## config.mk

```make
export PLATFORM = sky130hd
export DESIGN_NAME = trace_buffer_flat
export DESIGN_NICKNAME = d
export VERILOG_FILES = /design/src/rtl/trace_buffer_if.sv /design/src/rtl/trace_buffer.sv /design/src/flat_wrapper.sv
export SDC_FILE = /design/constraint.sdc
export NUM_CORES = 1
export LEC_CHECK = 0
export ABC_AREA = 1
export CAP_MARGIN = 20
export CELL_PAD_IN_SITES_DETAIL_PLACEMENT = 0
export CELL_PAD_IN_SITES_GLOBAL_PLACEMENT = 1
export CORE_AREA = 3 3 292 294
export DETAILED_ROUTE_END_ITERATION = 8
export DIE_AREA = 0 0 295 297
export PLACE_DENSITY_LB_ADDON = 0.1
export SETUP_SLACK_MARGIN = 0.2
export SYNTH_ARGS = -nofsm -noshare
export SYNTH_HDL_FRONTEND = slang
export SYNTH_SLANG_ARGS = --single-unit
```

## constraint.sdc

```tcl
create_clock -name clk -period 12.6 [get_ports clk]
set_input_delay 1.89 -clock clk [delete_from_list [all_inputs] [get_ports clk]]
set_output_delay 1.89 -clock clk [all_outputs]
set_load 0.02 [all_outputs]
```

## src/rtl/trace_buffer_if.sv

```systemverilog
`default_nettype none
// ============================================================================
//  Module      : trace_buffer_if
//  Description : Capture, control and read-back signal bundle for the
//                instruction-trace buffer. The host side (core/bench) uses
//                the master modport; the buffer itself uses slave.
//  Revision    : 1.0 - initial release
// ============================================================================
interface trace_buffer_if #(
    parameter int PC_W  = 32,
    parameter int INS_W = 32,
    parameter int DEPTH = 16
);
    localparam int C_CNT_W = $clog2(DEPTH) + 1;

    // capture side
    logic [PC_W-1:0]    pc;
    logic [INS_W-1:0]   ins;
    logic               fetch;
    // control
    logic               arm;
    logic               trig_en;
    logic [PC_W-1:0]    trig_pc;
    // read-back side
    logic               rd_en;
    logic [PC_W-1:0]    rd_pc;
    logic [INS_W-1:0]   rd_ins;
    logic               rd_valid;
    // status
    logic [C_CNT_W-1:0] count;
    logic [1:0]         state;
    logic               overflow;

    modport master (
        output pc, ins, fetch, arm, trig_en, trig_pc, rd_en,
        input  rd_pc, rd_ins, rd_valid, count, state, overflow
    );

    modport slave (
        input  pc, ins, fetch, arm, trig_en, trig_pc, rd_en,
        output rd_pc, rd_ins, rd_valid, count, state, overflow
    );
endinterface
`default_nettype wire

```

## src/rtl/trace_buffer.sv

```systemverilog
`default_nettype none
// ============================================================================
//  Module      : trace_buffer
//  Description : Instruction-trace capture buffer. Records {pc, ins} of every
//                fetch while capturing, stop-when-full (MODE 0) or circular
//                overwrite (MODE 1), with an optional PC-match trigger that
//                stops capture POST_DEPTH fetches later. Pop-style read port.
//  Revision    : 1.0 - initial release
// ============================================================================
module trace_buffer #(
    parameter int PC_W       = 32,
    parameter int INS_W      = 32,
    parameter int DEPTH      = 16,
    parameter int MODE       = 0,
    parameter int POST_DEPTH = 4
) (
    input  wire logic        clk,
    input  wire logic        PcReSet_n,
    trace_buffer_if.slave    bus
);
    localparam int C_PTR_W = $clog2(DEPTH);
    localparam int C_CNT_W = C_PTR_W + 1;
    localparam int C_ENT_W = PC_W + INS_W;
    localparam logic [C_CNT_W-1:0] C_FULL     = C_CNT_W'(DEPTH);
    // POST_DEPTH < DEPTH, so it always fits in a pointer-wide counter
    localparam logic [C_PTR_W-1:0] C_POST_CNT = C_PTR_W'(POST_DEPTH);

    typedef enum logic [1:0] {
        ST_IDLE    = 2'd0,
        ST_CAPTURE = 2'd1,
        ST_POST    = 2'd2,
        ST_DONE    = 2'd3
    } state_t;

    state_t               state_q,    state_d;
    logic [C_PTR_W-1:0]   wr_ptr_q,   wr_ptr_d;
    logic [C_PTR_W-1:0]   rd_ptr_q,   rd_ptr_d;
    logic [C_CNT_W-1:0]   count_q,    count_d;
    logic                 overflow_q, overflow_d;
    logic [C_PTR_W-1:0]   post_cnt_q, post_cnt_d;
    logic                 rd_valid_q, rd_valid_d;
    logic [PC_W-1:0]      rd_pc_q,    rd_pc_d;
    logic [INS_W-1:0]     rd_ins_q,   rd_ins_d;

    logic [C_ENT_W-1:0]   mem_q [DEPTH];
    logic                 w_mem_we;

    logic w_full;
    logic w_empty;
    logic w_wr_req;
    logic w_rd;
    logic w_trig;
    logic w_inc;

    assign w_full   = (count_q == C_FULL);
    assign w_empty  = (count_q == '0);
    assign w_wr_req = ((state_q == ST_CAPTURE) || (state_q == ST_POST)) && bus.fetch;
    assign w_rd     = bus.rd_en && !w_empty;
    assign w_trig   = (state_q == ST_CAPTURE) && bus.trig_en && bus.fetch
                      && (bus.pc == bus.trig_pc);
    // A write grows the buffer unless it lands on a full buffer without a
    // same-cycle pop; a full+pop write simply reuses the slot being freed.
    assign w_inc    = w_wr_req && (!w_full || w_rd);

    // Next-state for pointers, occupancy, read port and capture FSM
    always_comb begin
        state_d    = state_q;
        wr_ptr_d   = wr_ptr_q;
        rd_ptr_d   = rd_ptr_q;
        count_d    = count_q;
        overflow_d = overflow_q;
        post_cnt_d = post_cnt_q;
        rd_valid_d = 1'b0;
        rd_pc_d    = rd_pc_q;
        rd_ins_d   = rd_ins_q;
        w_mem_we   = 1'b0;

        if (bus.arm) begin
            // restart wins over everything else on this edge, including
            // the fetch and any read request
            state_d    = ST_CAPTURE;
            wr_ptr_d   = '0;
            rd_ptr_d   = '0;
            count_d    = '0;
            overflow_d = 1'b0;
            post_cnt_d = '0;
        end else begin
            // read port: data is taken before this edge's write lands
            if (w_rd) begin
                rd_valid_d = 1'b1;
                rd_pc_d    = mem_q[rd_ptr_q][C_ENT_W-1:INS_W];
                rd_ins_d   = mem_q[rd_ptr_q][INS_W-1:0];
            end

            if (w_wr_req) begin
                if (!w_full || w_rd) begin
                    w_mem_we = 1'b1;
                    wr_ptr_d = wr_ptr_q + C_PTR_W'(1);
                end else begin
                    overflow_d = 1'b1;
                    if (MODE == 1) begin
                        // overwrite oldest: both pointers step together
                        w_mem_we = 1'b1;
                        wr_ptr_d = wr_ptr_q + C_PTR_W'(1);
                    end
                end
            end

            if (w_rd || (w_wr_req && w_full && !w_rd && (MODE == 1))) begin
                rd_ptr_d = rd_ptr_q + C_PTR_W'(1);
            end

            count_d = count_q + C_CNT_W'(w_inc) - C_CNT_W'(w_rd);

            case (state_q)
                ST_CAPTURE: begin
                    if (w_trig) begin
                        if (POST_DEPTH == 0) begin
                            state_d = ST_DONE;
                        end else begin
                            state_d    = ST_POST;
                            post_cnt_d = C_POST_CNT;
                        end
                    end
                end
                ST_POST: begin
                    if (bus.fetch) begin
                        post_cnt_d = post_cnt_q - C_PTR_W'(1);
                        if (post_cnt_q == C_PTR_W'(1)) begin
                            state_d = ST_DONE;
                        end
                    end
                end
                default: begin
                end
            endcase
        end
    end

    // Control and read-port registers
    always_ff @(posedge clk or negedge PcReSet_n) begin
        if (!PcReSet_n) begin
            state_q    <= ST_IDLE;
            wr_ptr_q   <= '0;
            rd_ptr_q   <= '0;
            count_q    <= '0;
            overflow_q <= 1'b0;
            post_cnt_q <= '0;
            rd_valid_q <= 1'b0;
            rd_pc_q    <= '0;
            rd_ins_q   <= '0;
        end else begin
            state_q    <= state_d;
            wr_ptr_q   <= wr_ptr_d;
            rd_ptr_q   <= rd_ptr_d;
            count_q    <= count_d;
            overflow_q <= overflow_d;
            post_cnt_q <= post_cnt_d;
            rd_valid_q <= rd_valid_d;
            rd_pc_q    <= rd_pc_d;
            rd_ins_q   <= rd_ins_d;
        end
    end

    // Trace storage; deliberately not reset
    always_ff @(posedge clk) begin
        if (w_mem_we) begin
            mem_q[wr_ptr_q] <= {bus.pc, bus.ins};
        end
    end

    assign bus.rd_pc    = rd_pc_q;
    assign bus.rd_ins   = rd_ins_q;
    assign bus.rd_valid = rd_valid_q;
    assign bus.count    = count_q;
    assign bus.state    = state_q;
    assign bus.overflow = overflow_q;

endmodule
`default_nettype wire
```

## src/flat_wrapper.sv

```systemverilog
// flat-port wrapper written by rule: the top's interface ports become plain ports
module trace_buffer_flat 
#(
    parameter int PC_W       = 32,
    parameter int INS_W      = 32,
    parameter int DEPTH      = 16,
    parameter int MODE       = 0,
    parameter int POST_DEPTH = 4
)
  (clk, PcReSet_n, bus_pc, bus_ins, bus_fetch, bus_arm, bus_trig_en, bus_trig_pc, bus_rd_en, bus_rd_pc, bus_rd_ins, bus_rd_valid, bus_count, bus_state, bus_overflow);
  trace_buffer_if #(.PC_W(PC_W), .INS_W(INS_W), .DEPTH(DEPTH)) bus_i ();
  input  wire logic clk;
  input  wire logic PcReSet_n;
  input wire logic [$bits(bus_i.pc)-1:0] bus_pc;
  input wire logic [$bits(bus_i.ins)-1:0] bus_ins;
  input wire logic [$bits(bus_i.fetch)-1:0] bus_fetch;
  input wire logic [$bits(bus_i.arm)-1:0] bus_arm;
  input wire logic [$bits(bus_i.trig_en)-1:0] bus_trig_en;
  input wire logic [$bits(bus_i.trig_pc)-1:0] bus_trig_pc;
  input wire logic [$bits(bus_i.rd_en)-1:0] bus_rd_en;
  output wire logic [$bits(bus_i.rd_pc)-1:0] bus_rd_pc;
  output wire logic [$bits(bus_i.rd_ins)-1:0] bus_rd_ins;
  output wire logic [$bits(bus_i.rd_valid)-1:0] bus_rd_valid;
  output wire logic [$bits(bus_i.count)-1:0] bus_count;
  output wire logic [$bits(bus_i.state)-1:0] bus_state;
  output wire logic [$bits(bus_i.overflow)-1:0] bus_overflow;
  assign bus_i.pc = bus_pc;
  assign bus_i.ins = bus_ins;
  assign bus_i.fetch = bus_fetch;
  assign bus_i.arm = bus_arm;
  assign bus_i.trig_en = bus_trig_en;
  assign bus_i.trig_pc = bus_trig_pc;
  assign bus_i.rd_en = bus_rd_en;
  assign bus_rd_pc = bus_i.rd_pc;
  assign bus_rd_ins = bus_i.rd_ins;
  assign bus_rd_valid = bus_i.rd_valid;
  assign bus_count = bus_i.count;
  assign bus_state = bus_i.state;
  assign bus_overflow = bus_i.overflow;
  trace_buffer #(.PC_W(PC_W), .INS_W(INS_W), .DEPTH(DEPTH), .MODE(MODE), .POST_DEPTH(POST_DEPTH)) u_core (.clk(clk), .PcReSet_n(PcReSet_n), .bus(bus_i));
endmodule
```

==> results of run 1 <==
-- power by group through the flow --
stage / combinational [mW] / sequential [mW] / clock [mW]
after global placement: 1.76 / 4.44 / 0
after floorplan: 1.10 / 4.50 / 0
after detailed placement: 1.81 / 4.45 / 0
after global routing: 2.00 / 4.39 / 3.48
final: 1.81 / 4.37 / 3.27
after CTS: 1.81 / 4.37 / 3.33
-- cell usage in the layout, fill, tap and decap left out, drive strengths merged, types with 5 or more instances in the layout --
master,count
xnor2,17
inv,55
bufinv,8
ha,15
clkdlybuf4s50,173
mux2i,128
buf,52
o31ai,64
nand2,505
o22ai,128
o21ai,400
a21oi,263
nand3,10
clkbuf,157
dfrtp,85
clkinv,45
nor2,291
edfxtp,1024
nor3,15
nand4,5
xor2,12
-- cell families (layout without fill, tap and decap cells) --
group / count (synthesis) / count (layout) / share of synthesized area, %
muxes: 128 / 128 / 2.927
buffers and inverters: 251 / 490 / 2.821
and+or+nand+nor: 826 / 826 / 7.182
xor gates and xnor gates: 29 / 29 / 0.5802
adders and majority gates: 16 / 16 / 0.4744
AOI/OAI and AO/OA: 857 / 857 / 10.92
other: 0 / 1 / 0
DFF: 1109 / 1109 / 75.10
-- worst reg2reg max path: cells and delay by family (launching register included) --
family | cells | cell delay, ps
flip-flops | 1 | 1100
buffers and inverters | 3 | 1980
AO/OA/AOI/OAI | 4 | 700
-- cell type report --
| class | count | area [um^2] |
|---|---|---|
| multi-input cells | 1856 | 9772 |
| repair buffers | 225 | 2195 |
| flip-flops and latches | 1109 | 32890 |
| well taps | 1080 | 1351 |
| inverters | 53 | 220.2 |
| diodes | 1 | 2.502 |
| clock inverters | 55 | 466.7 |
| clock buffers | 157 | 3206 |
| fillers | 6304 | 33060 |
-- how the worst max path moves through the flow --
stage,startpoint,end,slack [ps],cells past startpoint
final,bus_arm,u_core.mem_q[6][32]$_DFFE_PP_,8040,5
after global routing,bus_arm,u_core.mem_q[6][32]$_DFFE_PP_,7870,5
after CTS,bus_arm,u_core.mem_q[2][4]$_DFFE_PP_,7840,5
after detailed placement,bus_arm,u_core.mem_q[2][34]$_DFFE_PP_,7120,5
after global placement,bus_arm,u_core.mem_q[2][0]$_DFFE_PP_,7210,5
after floorplan,bus_fetch,u_core.mem_q[0][0]$_DFFE_PP_,5250,6
-- layer usage --
metal / up-vias / global-route usage [%] / wire, um
met5: - / 0 / 12
met4: 2 / 7.474 / 3123
met3: 204 / 3.405 / 6288
met2: 866 / 40.41 / 52100
met1: 13460 / 34.83 / 46730
li1: 12100 / - / -
-- stage by stage --
step                area, um^2  util (%)  power, mW
CTS                      50000     60.12      9.512
global placement         46320     55.71      6.206
detailed placement       46320     55.71      6.252
global route             50100     60.25      9.859
finish                   50100     60.25      9.449
floorplan                43780         -      5.607
-- sequential cells by signal, summed over array words and instances, names as in the netlist --
name / count
u_core.wr_ptr_q: 4
u_core.bus.rd_ins: 32
u_core.bus.state: 2
u_core.bus.overflow: 1
u_core.post_cnt_q: 4
u_core.bus.rd_pc: 32
u_core.bus.rd_valid: 1
u_core.bus.count: 5
u_core.rd_ptr_q: 4
u_core.mem_q: 1024
==> impl_metrics.toml, run 1 <==
[synth]
asyncSetResetFlopFracSynth_pct = 7.665
yosys_warnings = 0
yosys-top-cells-area = "edfxtp_1, dfrtp_1, nand2_1, o21ai_0, a21oi_1"
synth_common_cells = "edfxtp_1, nand2_1, o21ai_0"
synth_top_area_share_pct = 70.24
yosysSeqAreaShare_pct = 75.10
synth.most_common_cell = "edfxtp_1"
yosys.area.top_type = "edfxtp_1"
netlist_instances = 3216
synth_enable_flop_cells = 1024
synth_area_um2 = 43780
syn-num-nets = 3334
ys.flop_type = "edfxtp_1"
avgSynthCellArea_um2 = 13.61
synth.distinct_cells = 30
ys_ff_latch = 1109

[clocking]
htree_levels = 3
insertion_delay_ps = 660
ctsHoldBuffers = 0
cts_resized = 0
cts_buffers = 111
cts_tree = "built"
cts_buffer_depth = 3
clk_pin_slew_ps = 60
cts_setup_buffers = 0
cts_num_sinks = 1109
root_buffer = "clkbuf_16"

[setup_path]
reg2reg_depth = 7
timing.reg2reg.setup_slack_ps = 8680
crit_fanout = 45
r2r_start = "u_core.rd_ptr_q[1]$_DFFE_PN0P_"
crit_path_max_incr_delay_ps = 830
critical_path.cell_chain = "clkdlybuf4s50_1, nor2_1, nand2_1, nor2_4, buf_4"
crit_buf_inv = 2
arrival_ps = 4840
cp_data_required_time_ps = 12880
worst_setup_path_end_kind = "register"
timing.rr.end = "u_core.bus.rd_ins[26]$_DFFE_PN0P_"
path_class = "input port to register"
cp_top_family = "buffers and inverters"
cp_slowest_cell = "buf_4"
crit_path_start_kind = "input port"

[min_path]
min_path_type = "register to register"
whs_path_depth = 2
whs_endpoint = "u_core.bus.rd_pc[0]$_DFFE_PN0P_"
hold_path.startpoint = "u_core.bus.rd_pc[0]$_DFFE_PN0P_"

[pwr]
ir_worst_vdd_mv = 0.2472
switching_share_pct = 27.96
pwr-share-clk_pct = 34.6
power.switching_mw = 2.641
pwr-share-comb_pct = 19.1
p_int_mw = 6.807
power_density_nw_per_um2 = 188.6
p_leak_nw = 17.20
pwr-share-seq_pct = 46.2

[cells_and_area]
nNetsFinal = 3474
layout.cells.non_filler = 4536
drive_gt1_share_pct = 8.075
area_growth_pct = 14.44

[placed_design]
globalplace.congestion = 0.7551
hpwl_um = 53840
pre_cts_ws_ps = 7122
dp.cells = 4319
port-buffer-count = 174

[grt]
grt-ovfl-total = 0
grt_antenna_before_repair = 2
grt_pass1_vias = 26760
gr-usage-all-layers_pct = 24.72
grt_pass1_wl_um = 162800
grt_max_degree = 195

[floorplanning]
io_pins = 175
fp.dieW_um = 295
dieHeight_um = 297
start_util_pct = 52.65
rows = 106
coreArea_um2 = 83160
fp.dieArea_um2 = 87620

[timing]
max_freq_mhz = 219.3
fin_tns_setup_ps = 0
post-route-min-period_ps = 4560
tightest_slew_ps = 1164
finalClockSkew_ps = 14.84
setup_ws_ps = 8040
finalHoldViolations = 0
post-route-period-util_pct = 36.19
maxSlewHeadroom_pct = 22.40
rsz0062_at_grt = "false"
slew_viol_final = 0
finalSetupViolCount = 0
holdWs_ps = 488.6

[drt]
finalWirelength_um = 108300
first_iter_violations = 2329
dr.pass1.iters = 6
viasPerCell = 5.871
postRouteAntennaNets = 0
routedWlPerCell_um = 23.87
remaining_drc_errors = 0
num_vias = 26630

[run_status]
status = "completed"

[run]
max_cap_viol_count = 0
No activity file was read; power rests on OpenSTA's default activity.
==> run 2, diff against run 1 <==
--- a/config.mk
+++ b/config.mk
@@ -9,9 +9,9 @@
 export CAP_MARGIN = 20
 export CELL_PAD_IN_SITES_DETAIL_PLACEMENT = 0
 export CELL_PAD_IN_SITES_GLOBAL_PLACEMENT = 1
-export CORE_AREA = 3 3 292 294
+export CORE_AREA = 3 3 313 315
 export DETAILED_ROUTE_END_ITERATION = 8
-export DIE_AREA = 0 0 295 297
+export DIE_AREA = 0 0 316 318
 export PLACE_DENSITY_LB_ADDON = 0.1
 export SETUP_SLACK_MARGIN = 0.2
 export SYNTH_ARGS = -nofsm -noshare
==> constraint.sdc (replaced) <==
create_clock -name clk -period 3.75 [get_ports clk]
set_input_delay 0.5625 -clock clk [delete_from_list [all_inputs] [get_ports clk]]
set_output_delay 0.5625 -clock clk [all_outputs]
set_load 0.02 [all_outputs]
==> impl_metrics.toml, run 2 (synthesis gave the netlist of run 1 again) <==
[pwr]
finalPower_mw = 33.30
ir_worst_vdd_mv = 0.4317
p_leak_nw = 17.78
power_density_nw_per_um2 = 644.6

[drt]
dr.pass1.iters = 5
num_vias = 26840
postRouteAntennaNets = 0
finalWirelength_um = 116200
remaining_drc_errors = 0
viasPerCell = 5.624
first_iter_violations = 2448
routedWlPerCell_um = 24.34

[floorplanning]
io_pins = 175
coreArea_um2 = 95150
fp.dieW_um = 316
dieHeight_um = 318
start_util_pct = 46.01
fp.dieArea_um2 = 100500
rows = 113

[timing]
fin_tns_setup_ps = 0
max_freq_mhz = 339.6
finalClockSkew_ps = 23.64
slew_viol_final = 0
holdWs_ps = 483.4
tightest_slew_ps = 949.0
setup_ws_ps = 805.6
rsz0062_at_grt = "false"
finalHoldViolations = 0
finalSetupViolCount = 0
post-route-period-util_pct = 78.52
maxSlewHeadroom_pct = 36.74
post-route-min-period_ps = 2944

[cells_and_area]
nFillCells = 7803
multi_input_area_um2 = 9856
ff_latch_area_um2 = 32890
fin_area_um2 = 51670
regMostFlops = "u_core.mem_q"
nNetsFinal = 3524
drive_gt1_share_pct = 9.467
area_growth_pct = 18.02
final_cell_mix = "edfxtp_1, nand2_1, o21ai_0, nor2_1, a21oi_1"
final_common_cell = "edfxtp_1"
largest_reg_flops = 1024

[placed_design]
post_dp_cell_area_um2 = 47540
port-buffer-count = 174
hpwl_um = 64270
globalplace.congestion = 0.7784
pre_cts_ws_ps = 419.0

[setup_path]
crit_fanout = 11
critical_path.cell_chain = "inv_1, ha_1, nor2_1, nand2_1, nor2_1, inv_1, nor3_4, buf_4"
cp_slowest_cell = "nor3_4"
timing.rr.end = "u_core.mem_q[0][49]$_DFFE_PP_"
crit_path_start_kind = "register"
reg2reg_depth = 8
cp_top_family = "simple AND/OR/NAND/NOR gates"
path_class = "register to register"
arrival_ps = 3320
crit_path_max_incr_delay_ps = 690
worst_setup_path_end_kind = "register"
timing.reg2reg.setup_slack_ps = 810
cp_data_required_time_ps = 4130
crit_buf_inv = 3
r2r_start = "u_core.bus.state[0]$_DFFE_PN0P_"

[grt]
grt-ovfl-total = 0
grt_max_degree = 155
grt_antenna_before_repair = 0
gr-usage-all-layers_pct = 23.01
grt_pass1_wl_um = 172700
grt_pass1_vias = 26830

[clocking]
insertion_delay_ps = 690
cts_buffer_depth = 3
cts_tree = "built"
clk_pin_slew_ps = 60
htree_levels = 3
cts_buffers = 114
cts_num_sinks = 1109
root_buffer = "clkbuf_16"

[min_path]
hold_path.startpoint = "u_core.bus.rd_ins[23]$_DFFE_PN0P_"
whs_endpoint = "u_core.bus.rd_ins[23]$_DFFE_PN0P_"
whs_path_depth = 2
min_path_type = "register to register"

[run_status]
status = "completed"

[run]
max_cap_viol_count = 0
[run 2: changes by cell type in the layout (fill, tap and decap cells not counted), sizes merged]
cell         change
clkinvlp         +2
clkinv           -8
clkbuf           -8
inv              +1
buf             +46
dlygate4sd3      +1
bufinv          +18
[run 2: how the worst max path moves through the flow]
stage | startpoint | cells past startpoint | to
2_1_floorplan | u_core.bus.state[0]$_DFFE_PN0P_ | 7 | u_core.mem_q[10][0]$_DFFE_PP_
3_3_place_gp | bus_fetch | 8 | u_core.mem_q[0][48]$_DFFE_PP_
3_5_place_dp | bus_pc[18] | 12 | u_core.post_cnt_q[0]$_DFFE_PN0P_
4_1_cts | u_core.bus.state[0]$_DFFE_PN0P_ | 8 | u_core.mem_q[0][49]$_DFFE_PP_
5_1_grt | u_core.bus.state[0]$_DFFE_PN0P_ | 8 | u_core.mem_q[0][48]$_DFFE_PP_
6_report | u_core.bus.state[0]$_DFFE_PN0P_ | 8 | u_core.mem_q[0][49]$_DFFE_PP_
[run 2: through the flow]
step | instances | utilization [%]
3_3_place_gp | 4554 | 49.96
2_1_floorplan | 3216 | -
6_report | 4773 | 54.30
3_5_place_dp | 4554 | 49.96
5_1_grt | 4772 | 54.30
4_1_cts | 4772 | 54.30
[run 2: power breakdown]
group	switching [mW]	total, mW	internal (mW)
Clock	4.70	12.3	7.60
Sequential	0.476	14.6	14.2
Combinational	4.05	6.38	2.33
Total	9.23	33.3	24.1
[run 2: worst reg2reg max path: stages, from the launching register on]
cell	delay, ps
dfrtp_1	410
inv_1	60
ha_1	280
nor2_1	150
nand2_1	160
nor2_1	220
inv_1	340
nor3_4	690
buf_4	330
[run 2: cell type report]
cell class | instances | share of cell area, %
antenna | 1 | 0.004843
clock buffer | 149 | 5.994
multi-input combinational | 1856 | 19.08
clock inverter | 68 | 1.969
tap | 1265 | 3.063
timing repair buffer | 272 | 5.812
inverter | 53 | 0.4286
sequential | 1109 | 63.65
[run 2: repair_timing]
action,CTS,global route
resized for setup,0,0
hold buffers,1,0
endpoints found under the hold margin,27,0
setup buffers,0,0
[run 2: metal layers]
layer / global-route usage, % / wire, um / up-vias
met5: 0 / 0 / -
met4: 6.541 / 2696 / 0
met3: 3.517 / 6920 / 156
met2: 37.31 / 55980 / 824
met1: 32.41 / 50600 / 13640
li1: - / - / 12220
